File: src/rtl/multi_input_conditioner.sv
// Multi-channel synchroniser + debouncer with single-cycle edge pulses.
// Optional sticky edge flags are built only when INCOND_STICKY_EN is defined.
module multi_input_conditioner #(
  parameter int CHANNELS     = 4,
  parameter int SYNC_STAGES  = 2,
  parameter int WAITTIME     = 3,
  parameter int COUNTERWIDTH = 3
) (
  input  logic                clk,
  input  logic                reset,
  input  logic [CHANNELS-1:0] noisysignal,
  output logic [CHANNELS-1:0] conditioned,
  output logic [CHANNELS-1:0] positiveedge,
  output logic [CHANNELS-1:0] negativeedge,
  output logic                anyedge,
  input  logic [CHANNELS-1:0] flagclear,
  output logic [CHANNELS-1:0] posflag,
  output logic [CHANNELS-1:0] negflag
);

  localparam logic [COUNTERWIDTH-1:0] WAIT_C = COUNTERWIDTH'(WAITTIME);
  localparam logic [COUNTERWIDTH-1:0] ONE_C  = COUNTERWIDTH'(1);

  logic [SYNC_STAGES-1:0]  sync_q [CHANNELS];
  logic [SYNC_STAGES-1:0]  sync_d [CHANNELS];
  logic [COUNTERWIDTH-1:0] cnt_q  [CHANNELS];
  logic [COUNTERWIDTH-1:0] cnt_d  [CHANNELS];
  logic [CHANNELS-1:0]     cond_q, cond_d;
  logic [CHANNELS-1:0]     pos_q, pos_d;
  logic [CHANNELS-1:0]     neg_q, neg_d;

  // A mismatch must survive WAITTIME+1 consecutive cycles; any agreement restarts the count.
  always_comb begin
    cond_d = cond_q;
    pos_d  = '0;
    neg_d  = '0;
    for (int i = 0; i < CHANNELS; i++) begin
      sync_d[i] = {sync_q[i][SYNC_STAGES-2:0], noisysignal[i]};
      cnt_d[i]  = '0;
      if (sync_q[i][SYNC_STAGES-1] != cond_q[i]) begin
        if (cnt_q[i] == WAIT_C) begin
          cond_d[i] = sync_q[i][SYNC_STAGES-1];
          pos_d[i]  = sync_q[i][SYNC_STAGES-1];
          neg_d[i]  = ~sync_q[i][SYNC_STAGES-1];
        end else begin
          cnt_d[i] = cnt_q[i] + ONE_C;
        end
      end
    end
  end

  always_ff @(posedge clk) begin
    if (reset) begin
      for (int i = 0; i < CHANNELS; i++) begin
        sync_q[i] <= '0;
        cnt_q[i]  <= '0;
      end
      cond_q <= '0;
      pos_q  <= '0;
      neg_q  <= '0;
    end else begin
      sync_q <= sync_d;
      cnt_q  <= cnt_d;
      cond_q <= cond_d;
      pos_q  <= pos_d;
      neg_q  <= neg_d;
    end
  end

  assign conditioned  = cond_q;
  assign positiveedge = pos_q;
  assign negativeedge = neg_q;
  assign anyedge      = |{pos_q, neg_q};

`ifdef INCOND_STICKY_EN
  logic [CHANNELS-1:0] posflag_q, posflag_d;
  logic [CHANNELS-1:0] negflag_q, negflag_d;

  // Set takes priority over a clear arriving in the same cycle.
  always_comb begin
    posflag_d = pos_d | (posflag_q & ~flagclear);
    negflag_d = neg_d | (negflag_q & ~flagclear);
  end

  always_ff @(posedge clk) begin
    if (reset) begin
      posflag_q <= '0;
      negflag_q <= '0;
    end else begin
      posflag_q <= posflag_d;
      negflag_q <= negflag_d;
    end
  end

  assign posflag = posflag_q;
  assign negflag = negflag_q;
`else
  logic unused_flagclear;
  assign unused_flagclear = ^flagclear;
  assign posflag = '0;
  assign negflag = '0;
`endif

endmodule

File: config.mk
export PLATFORM = sky130hd
export DESIGN_NAME = multi_input_conditioner
export DESIGN_NICKNAME = d
export VERILOG_FILES = /design/src/rtl/multi_input_conditioner.sv
export SDC_FILE = /design/constraint.sdc
export NUM_CORES = 1
export LEC_CHECK = 0
export BUFFER_PORTS_ARGS = -buffer_cell sky130_fd_sc_hd__buf_2
export CAP_MARGIN = 5
export CORE_MARGIN = 2
export CORE_UTILIZATION = 48
export CTS_BUF_LIST = sky130_fd_sc_hd__clkbuf_8
export CTS_CLUSTER_SIZE = 40
export DETAILED_ROUTE_END_ITERATION = 6
export PLACE_DENSITY = 0.79
export SLEW_MARGIN = 40
export SYNTH_ARGS = -nofsm -noshare
export SYNTH_HDL_FRONTEND = slang
export SYNTH_SLANG_ARGS = --single-unit
File: constraint.sdc
create_clock -name clk -period 1.1 [get_ports clk]
set_clock_uncertainty 0.05 [all_clocks]
set_input_delay 0 -clock clk [delete_from_list [all_inputs] [get_ports clk]]
set_output_delay 0 -clock clk [all_outputs]
set_load 0.01 [all_outputs]
==> results of run 1 <==
[layer usage]
metal | global-route usage, % | up-vias
li1 | - | 391
met1 | 18.6 | 378
met2 | 28.7 | 31
met3 | 8.33 | 6
met4 | 10.0 | 0
met5 | 0 | -
[cell families (layout without fill, tap and decap cells)]
family                   after synthesis  count (layout)  share of synthesized area [%]
XOR/XNOR                               4               4                           2.92
AND/OR/NAND/NOR                       35              35                           23.9
multiplexers                           4               4                           3.34
flip-flops                            32              32                           53.4
adder cells (fa/ha/maj)                8               8                           8.35
other                                  1               8                          0.313
buffers and inverters                 15              38                           7.72
[Yosys cell counts]
| cell type | count |
|---|---|
| nand2_1 | 1 |
| and4bb_2 | 6 |
| conb_1 | 1 |
| nor2_1 | 4 |
| buf_2 | 1 |
| nor4bb_1 | 2 |
| clkbuf_2 | 1 |
| nor4b_2 | 4 |
| inv_1 | 4 |
| nor4_1 | 10 |
| xnor2_1 | 4 |
| mux2i_1 | 4 |
| ha_1 | 8 |
| buf_4 | 9 |
| nor2b_1 | 8 |
| dfxtp_1 | 32 |
[final cells by class]
type / instances / area share (%)
multi-input combinational: 59 / 44.8
sequential: 32 / 37.8
timing repair buffer: 26 / 9.19
clock buffer: 6 / 4.74
tap: 30 / 2.15
inverter: 4 / 0.861
clock inverter: 2 / 0.431
[registers in the layout, summed over array words and instances, names as in the netlist]
signal / flops
conditioned: 4
sync_q: 4
negativeedge: 4
cnt_q: 12
sync_d: 4
positiveedge: 4
[final timing paths]
kind,endpoint,slack [ns],cells after the start
max,anyedge,-0.06,3
min,sync_q[3]$_SDFF_PP0_,0.17,2
max reg2reg,conditioned[2]$_SDFFE_PP0P_,-0.04,4
min reg2reg,cnt_q[0]$_SDFF_PP0_,0.39,1
[worst max-delay path, cell delays in order, from the launching register on]
cell and delay, ns:
dfxtp_2 0.33, nor4_4 0.26, nand2_1 0.08, buf_2 0.15
[per-stage QoR]
stage | setup TNS, ns | hold WS [ns] | worst slack, ns
global placement | -0.0523 | 0.162 | -0.0253
global route | -0.674 | 0.190 | -0.105
CTS | -0.0539 | 0.105 | -0.0283
finish | -0.154 | 0.166 | -0.0562
floorplan | 0 | 0.0782 | 0.0141
detailed placement | -0.867 | 0.164 | -0.101
[timing repair]
item                                    4_1_cts  5_1_grt
buffers inserted                              0        2
hold buffers                                  4        0
pin swaps                                    12       10
endpoints found under the hold margin         4        0
endpoints found under the setup margin       25       22
gates resized for setup                      26       24
[report_power, final]
part	total (mW)	internal, mW	switching (mW)	leakage, nW
combinational	0.115	0.0526	0.0621	0.320
sequential	1.19	1.17	0.0158	0.266
clock	0.897	0.491	0.407	0.0538
total	2.20	1.72	0.484	0.640
==> run_results.csv, run 1 <==
group,metric,value,unit
route,met3_wirelength,143,um
layout,layout_common_cells,"dfxtp_1 (21), buf_2 (18), dfxtp_2 (9)",
power,power_density,1260,mW/mm^2
synthesis,yosys_warnings,0,
critical_path,critPathRequiredTime,1.05,ns
floorplanning,core_area,0.00241,mm^2
critical_path,timing.critical_path.from_type,"flop",
floorplanning,floorplan_die_area,0.00291,mm^2
status,outcome,"complete, but fails checks",
timing,slew_viol_final,0,
min_path,hold_path.startpoint,"reset",
power,totalPowerFinal,2.20,mW
route,met1_length,929,um
global_routing,maximum_number_of_pins_on_one_net_before_global_route_repair,25,
critical_path,critical_path_class,"reg2out",
synthesis,netlist_instances,99,
layout,num-nets-final,146,
global_routing,first_global_vias,772,
placed_design,post_dp_cell_area,0.00130,mm^2
timing,headroom_to_the_max_slew_limit,59.6,%
route,avgViaCountPerCell,5.07,
critical_path,critical_path.startpoint,"negativeedge[2]$_SDFF_PP0_",
layout,design_area,0.00174,mm^2
synthesis,yosys_register_bits,32,
cts,worst_skew_pair.late_latency,0.28,ns
synthesis,synth.top_cells.by_area,"dfxtp_1 (53%), ha_1 (8.4%), and4bb_2 (6.3%), buf_4 (5.6%), nor4_1 (5.2%)",
route,dr.pass1.iters,2,
layout,layout.area.seq,659,um^2
run,max_cap_viol_count,0,
critical_path,maximum_fanout_along_the_worst_path,2,
placed_design,post-dp-hpwl,1.36,mm
placed_design,placed_cells_incl_taps,145,
global_routing,track_usage,17.6,%
power,power.leakage,0.640,nW
critical_path,critical_path.endpoint_type,"output port",
critical_path,worst_r2r_start,"cnt_q[3]$_SDFF_PP0_",
layout,diodes,0,
route,drtAntennaViolNets,0,
cts,cts-root-buf,"clkbuf_8",
timing,setup_viol,6,
floorplanning,width_of_the_die,54.0,um
layout,commonest_non_fill_non_tap_cell_in_the_layout,"dfxtp_1",
route,wl_per_cell,14.8,um
timing,post-route-min-period,1.16,ns
route,maxUsedRoutingLayer,"met4",
timing,unrepaired_setup_endpoints_after_global_routing,"true",
timing,fmax,865,MHz
layout,nFillCells,155,
route,wl_met2,1.23,mm
cts,total_clock_buffers_created_by_cts,5,
synthesis,synth-seq-area-share,53.4,%
synthesis,yosysTopAreaCellShare,53.4,%
route,vias,806,
status,violations_in_the_final_reports,"setup timing",
timing,slew_at_the_pin_closest_to_its_max_slew_limit,0.606,ns
timing,period_share,105,%
floorplanning,initial_core_util,49.7,%
layout,area_used_by_multi_input_combinational_logic,781,um^2
floorplanning,die_h,54.0,um
cts,tritoncts_clock_tree,"yes",
layout,stdcell_count,159,
global_routing,overflow,0,
cts,clk_pin_slew_worst_paths,0.06,ns
global_routing,grt_first_pass_wirelength,3.37,mm
timing,final.setup.worst_slack,-0.0562,ns
route,drt_first_iter_violations,5,
placed_design,placer_s_final_routability_congestion_estimate,0.631,
floorplanning,num_io_pins,31,
synthesis,synthesis.area,0.00120,mm^2
synthesis,yosys.cell_types.count,16,
placed_design,port-buffer-count,18,
timing,final-hold-violation-count,0,
synthesis,synth_top_cell_by_area,"dfxtp_1",
min_path,hold_class,"in2reg",
floorplanning,rows,18,
cts,htree_levels,2,
global_routing,grt_antenna_before_repair,0,
route,drc_errors,0,
route,finalWirelength,2.35,mm
synthesis,average_cell_area_after_synthesis,12.1,um^2
layout,area_growth,45.4,%
cts,cts.path.max_buffers,2,
critical_path,cp.arrival,1.11,ns
cts,clock_sink_count,32,
layout,final_util,72.3,%
power,max_vdd_drop,1.01,mV
layout,layout_cells_sized_above_1,55.0,%
Power figures use the tool's default switching activity.
==> inputs of run 2 (changes only) <==
Settings changed: RECOVER_POWER set to 100.
==> run_results.csv, run 2 (synthesis gave the netlist of run 1 again) <==
group,metric,value,unit
timing,final.hold.worst_slack,0.294,ns
timing,post-route-min-period,1.16,ns
placed_design,placed_cells_incl_taps,145,
layout,largest-register,"cnt_q",
cts,clk_pin_slew_worst_paths,0.06,ns
cts,worst_skew_pair.late_latency,0.28,ns
layout,final_util,72.1,%
critical_path,master_of_the_slowest_instance_on_the_critical_path,"dfxtp_2",
cts,tritoncts_clock_tree,"yes",
critical_path,reg2reg_setup_slack,-0.04,ns
critical_path,critPathRequiredTime,1.05,ns
floorplanning,core_area,0.00241,mm^2
critical_path,critical_path_class,"reg2out",
route,vias,805,
floorplanning,die_h,54.0,um
layout,layout_common_cells,"dfxtp_1 (21), buf_2 (16), dfxtp_2 (9)",
route,dr.pass1.iters,2,
cts,clock_sink_count,32,
layout,stdcell_count,159,
cts,cts-root-buf,"clkbuf_8",
power,totalPowerFinal,2.20,mW
layout,layout_cells_sized_above_1,53.5,%
min_path,hold_class,"in2reg",
global_routing,maximum_number_of_pins_on_one_net_before_global_route_repair,25,
timing,setup_viol,6,
global_routing,grt_antenna_before_repair,0,
power,power.leakage,0.632,nW
layout,commonest_non_fill_non_tap_cell_in_the_layout,"dfxtp_1",
timing,unrepaired_setup_endpoints_after_global_routing,"true",
timing,slew_at_the_pin_closest_to_its_max_slew_limit,0.678,ns
route,drtAntennaViolNets,0,
critical_path,path_cells,"nor4_4 -> nand2_1 -> buf_2",
critical_path,timing.critical_path.from_type,"flop",
floorplanning,num_io_pins,31,
floorplanning,width_of_the_die,54.0,um
cts,cts.path.max_buffers,2,
layout,num-nets-final,146,
run,max_cap_viol_count,0,
global_routing,track_usage,17.6,%
route,drc_errors,0,
layout,largest_reg_flops,12,
layout,area_growth,45.0,%
power,max_vdd_drop,1.01,mV
route,drt_first_iter_violations,5,
timing,period_share,105,%
route,wl_per_cell,14.8,um
timing,fmax,865,MHz
placed_design,post-dp-hpwl,1.36,mm
critical_path,cp_slowest_stage_delay,0.33,ns
timing,slew_viol_final,0,
global_routing,overflow,0,
cts,htree_levels,2,
status,violations_in_the_final_reports,"setup timing",
layout,nFillCells,158,
placed_design,placer_s_final_routability_congestion_estimate,0.631,
status,outcome,"complete, but fails checks",
route,avgViaCountPerCell,5.06,
floorplanning,initial_core_util,49.7,%
critical_path,maximum_fanout_along_the_worst_path,2,
global_routing,grt_first_pass_wirelength,3.37,mm
placed_design,port-buffer-count,18,
timing,fin_setup_tns,-0.171,ns
floorplanning,rows,18,
layout,diodes,0,
cts,total_clock_buffers_created_by_cts,5,
critical_path,critical_path.endpoint_type,"output port",
timing,headroom_to_the_max_slew_limit,54.8,%
timing,final-hold-violation-count,0,
global_routing,first_global_vias,772,
floorplanning,floorplan_die_area,0.00291,mm^2
critical_path,cp.arrival,1.11,ns
timing,final.setup.worst_slack,-0.0563,ns
route,finalWirelength,2.35,mm
power,power_density,1270,mW/mm^2
## run 2: changes by cell type in the layout (fill, tap and decap cells not counted), sizes merged
cell,delta
clkbuf,+3
buf,-3
## run 2: worst paths after layout
check	cells after the start	startpoint	to
setup / recovery	3	negativeedge[2]$_SDFF_PP0_	anyedge
hold / removal	2	reset	sync_q[3]$_SDFF_PP0_
setup reg to reg	4	cnt_q[3]$_SDFF_PP0_	conditioned[2]$_SDFFE_PP0P_
hold reg to reg	1	cnt_q[0]$_SDFF_PP0_	cnt_q[0]$_SDFF_PP0_
## run 2: power by group
| group | switching, mW | internal (mW) |
|---|---|---|
| combinational | 0.0622 | 0.0510 |
| sequential | 0.0158 | 1.17 |
| clock | 0.407 | 0.491 |
## run 2: layout make-up
cell class                 instances  area, um^2  share of cell area, %
multi-input combinational         59         781                   44.9
sequential                        32         659                   37.9
timing repair buffer              26         155                   8.93
clock buffer                       6        82.6                   4.75
tap                               30        37.5                   2.16
inverter                           4        15.0                  0.864
clock inverter                     2        7.51                  0.432
## run 2: layer usage
layer / routed length, um / GRT usage (%)
met2: 1220 / 28.7
met3: 144 / 8.33
met5: 0 / 0
met1: 934 / 18.6
met4: 51 / 10.0
## run 2: worst max-delay path, delay by kind of cell, from the launching register on
kind	cells	cell delay (ns)
buf+inv	1	0.15
simple gates	2	0.34
flops	1	0.33
## run 2: stage by stage
stage	cell area (um^2)	setup WS (ns)
2_1_floorplan	1230	0.0141
3_3_place_gp	1300	-0.0253
3_5_place_dp	1300	-0.101
4_1_cts	1570	-0.0283
5_1_grt	1740	-0.105
6_report	1740	-0.0563
## run 2: timing repair
item                                    CTS  global route
endpoints found under the setup margin   25            22
resized for setup                        26            24
pin swaps                                12            10
setup buffers                             0             2
hold buffers                              4             0
hold endpoints to repair                  4             0
==> inputs of run 3 (changes only) <==
Settings changed: SKIP_LAST_GASP set to 1.
==> run_results.csv, run 3 (synthesis gave the netlist of run 1 again) <==
group,metric,value,unit
power,power.leakage,0.632,nW
layout,num-nets-final,146,
layout,diodes,0,
critical_path,critical_path_class,"reg2out",
timing,headroom_to_the_max_slew_limit,54.7,%
placed_design,placed_cells_incl_taps,145,
timing,fmax,865,MHz
placed_design,post-dp-hpwl,1.36,mm
power,max_vdd_drop,1.01,mV
cts,cts.path.max_buffers,2,
route,vias,803,
cts,htree_levels,2,
cts,clock_sink_count,32,
timing,final.setup.worst_slack,-0.0564,ns
critical_path,critPathRequiredTime,1.05,ns
power,power_density,1270,mW/mm^2
layout,layout_cells_sized_above_1,53.5,%
global_routing,first_global_vias,772,
floorplanning,initial_core_util,49.7,%
layout,largest-register,"cnt_q",
placed_design,placer_s_final_routability_congestion_estimate,0.631,
timing,slew_viol_final,0,
layout,largest_reg_flops,12,
floorplanning,num_io_pins,31,
timing,slew_at_the_pin_closest_to_its_max_slew_limit,0.679,ns
min_path,hold_class,"in2reg",
timing,setup_viol,5,
critical_path,critical_path.endpoint_type,"output port",
route,finalWirelength,2.35,mm
route,wl_per_cell,14.8,um
global_routing,overflow,0,
timing,post-route-min-period,1.16,ns
route,drc_errors,0,
cts,total_clock_buffers_created_by_cts,5,
cts,clk_pin_slew_worst_paths,0.06,ns
cts,cts-root-buf,"clkbuf_8",
global_routing,track_usage,17.6,%
critical_path,maximum_fanout_along_the_worst_path,2,
run,max_cap_viol_count,0,
route,drtAntennaViolNets,0,
layout,area_growth,45.0,%
placed_design,place_ws,-0.101,ns
cts,worst_skew_pair.late_latency,0.28,ns
status,outcome,"complete, but fails checks",
power,totalPowerFinal,2.20,mW
layout,final_util,72.1,%
route,dr.pass1.iters,2,
layout,commonest_non_fill_non_tap_cell_in_the_layout,"dfxtp_1",
layout,stdcell_count,159,
layout,design_area,0.00174,mm^2
critical_path,reg2reg_setup_slack,-0.04,ns
route,avgViaCountPerCell,5.05,
floorplanning,floorplan_die_area,0.00291,mm^2
floorplanning,width_of_the_die,54.0,um
floorplanning,rows,18,
timing,final-hold-violation-count,0,
floorplanning,die_h,54.0,um
global_routing,grt_first_pass_wirelength,3.37,mm
critical_path,timing.critical_path.from_type,"flop",
critical_path,cp.arrival,1.11,ns
timing,unrepaired_setup_endpoints_after_global_routing,"true",
route,drt_first_iter_violations,5,
layout,layout_common_cells,"dfxtp_1 (21), buf_2 (16), dfxtp_2 (9)",
global_routing,grt_antenna_before_repair,0,
status,violations_in_the_final_reports,"setup timing",
timing,period_share,105,%
global_routing,maximum_number_of_pins_on_one_net_before_global_route_repair,25,
cts,tritoncts_clock_tree,"yes",
placed_design,post_dp_cell_area,0.00130,mm^2
floorplanning,core_area,0.00241,mm^2
placed_design,port-buffer-count,18,
## run 3: cell counts in the layout (fill, tap and decap cells not counted)
Identical to the previous run, type by type.
## run 3: routing by layer
metal | part of all wire, % | up-vias | global-route usage (%)
met4 | 2.2 | 0 | 10.0
met2 | 52 | 31 | 28.7
met3 | 6.1 | 6 | 8.33
met1 | 40 | 375 | 18.6
li1 | - | 391 | -
met5 | 0 | - | 0
## run 3: stage by stage
stage	hold slack (ns)	setup TNS [ns]
3_3_place_gp	0.162	-0.0523
5_1_grt	0.331	-0.698
6_report	0.295	-0.158
3_5_place_dp	0.164	-0.867
4_1_cts	0.105	-0.0608
2_1_floorplan	0.0782	0
## run 3: path summary, 6_finish.rpt
| check | startpoint | to | depth (start not counted) |
|---|---|---|---|
| setup / recovery | negativeedge[2]$_SDFF_PP0_ | anyedge | 3 |
| hold / removal | reset | sync_q[3]$_SDFF_PP0_ | 2 |
| setup reg to reg | cnt_q[3]$_SDFF_PP0_ | conditioned[2]$_SDFFE_PP0P_ | 4 |
| hold reg to reg | cnt_q[0]$_SDFF_PP0_ | cnt_q[0]$_SDFF_PP0_ | 1 |
## run 3: report_power, final
| group | switching, mW | internal, mW |
|---|---|---|
| combinational | 0.0623 | 0.0510 |
| sequential | 0.0158 | 1.17 |
| clock | 0.407 | 0.491 |
| total | 0.485 | 1.72 |
## run 3: critical path, stage by stage (launching register included)
cell and delay (ns):
dfxtp_2 0.33, nor4_4 0.26, nand2_1 0.08, buf_2 0.15
## run 3: area by class of cell
type	count	area (um^2)
flip-flops and latches	32	659
multi-input cells	59	781
well taps	30	37.5
inverters	4	15.0
clock buffers	6	82.6
fillers	158	672
repair buffers	26	155
clock inverters	2	7.51
## run 3: repair_timing
action	in CTS	in global routing
pin swaps	11	10
hold buffers	4	0
setup endpoints to repair	25	22
setup buffers	0	2
hold endpoints to repair	4	0
resized for setup	26	24
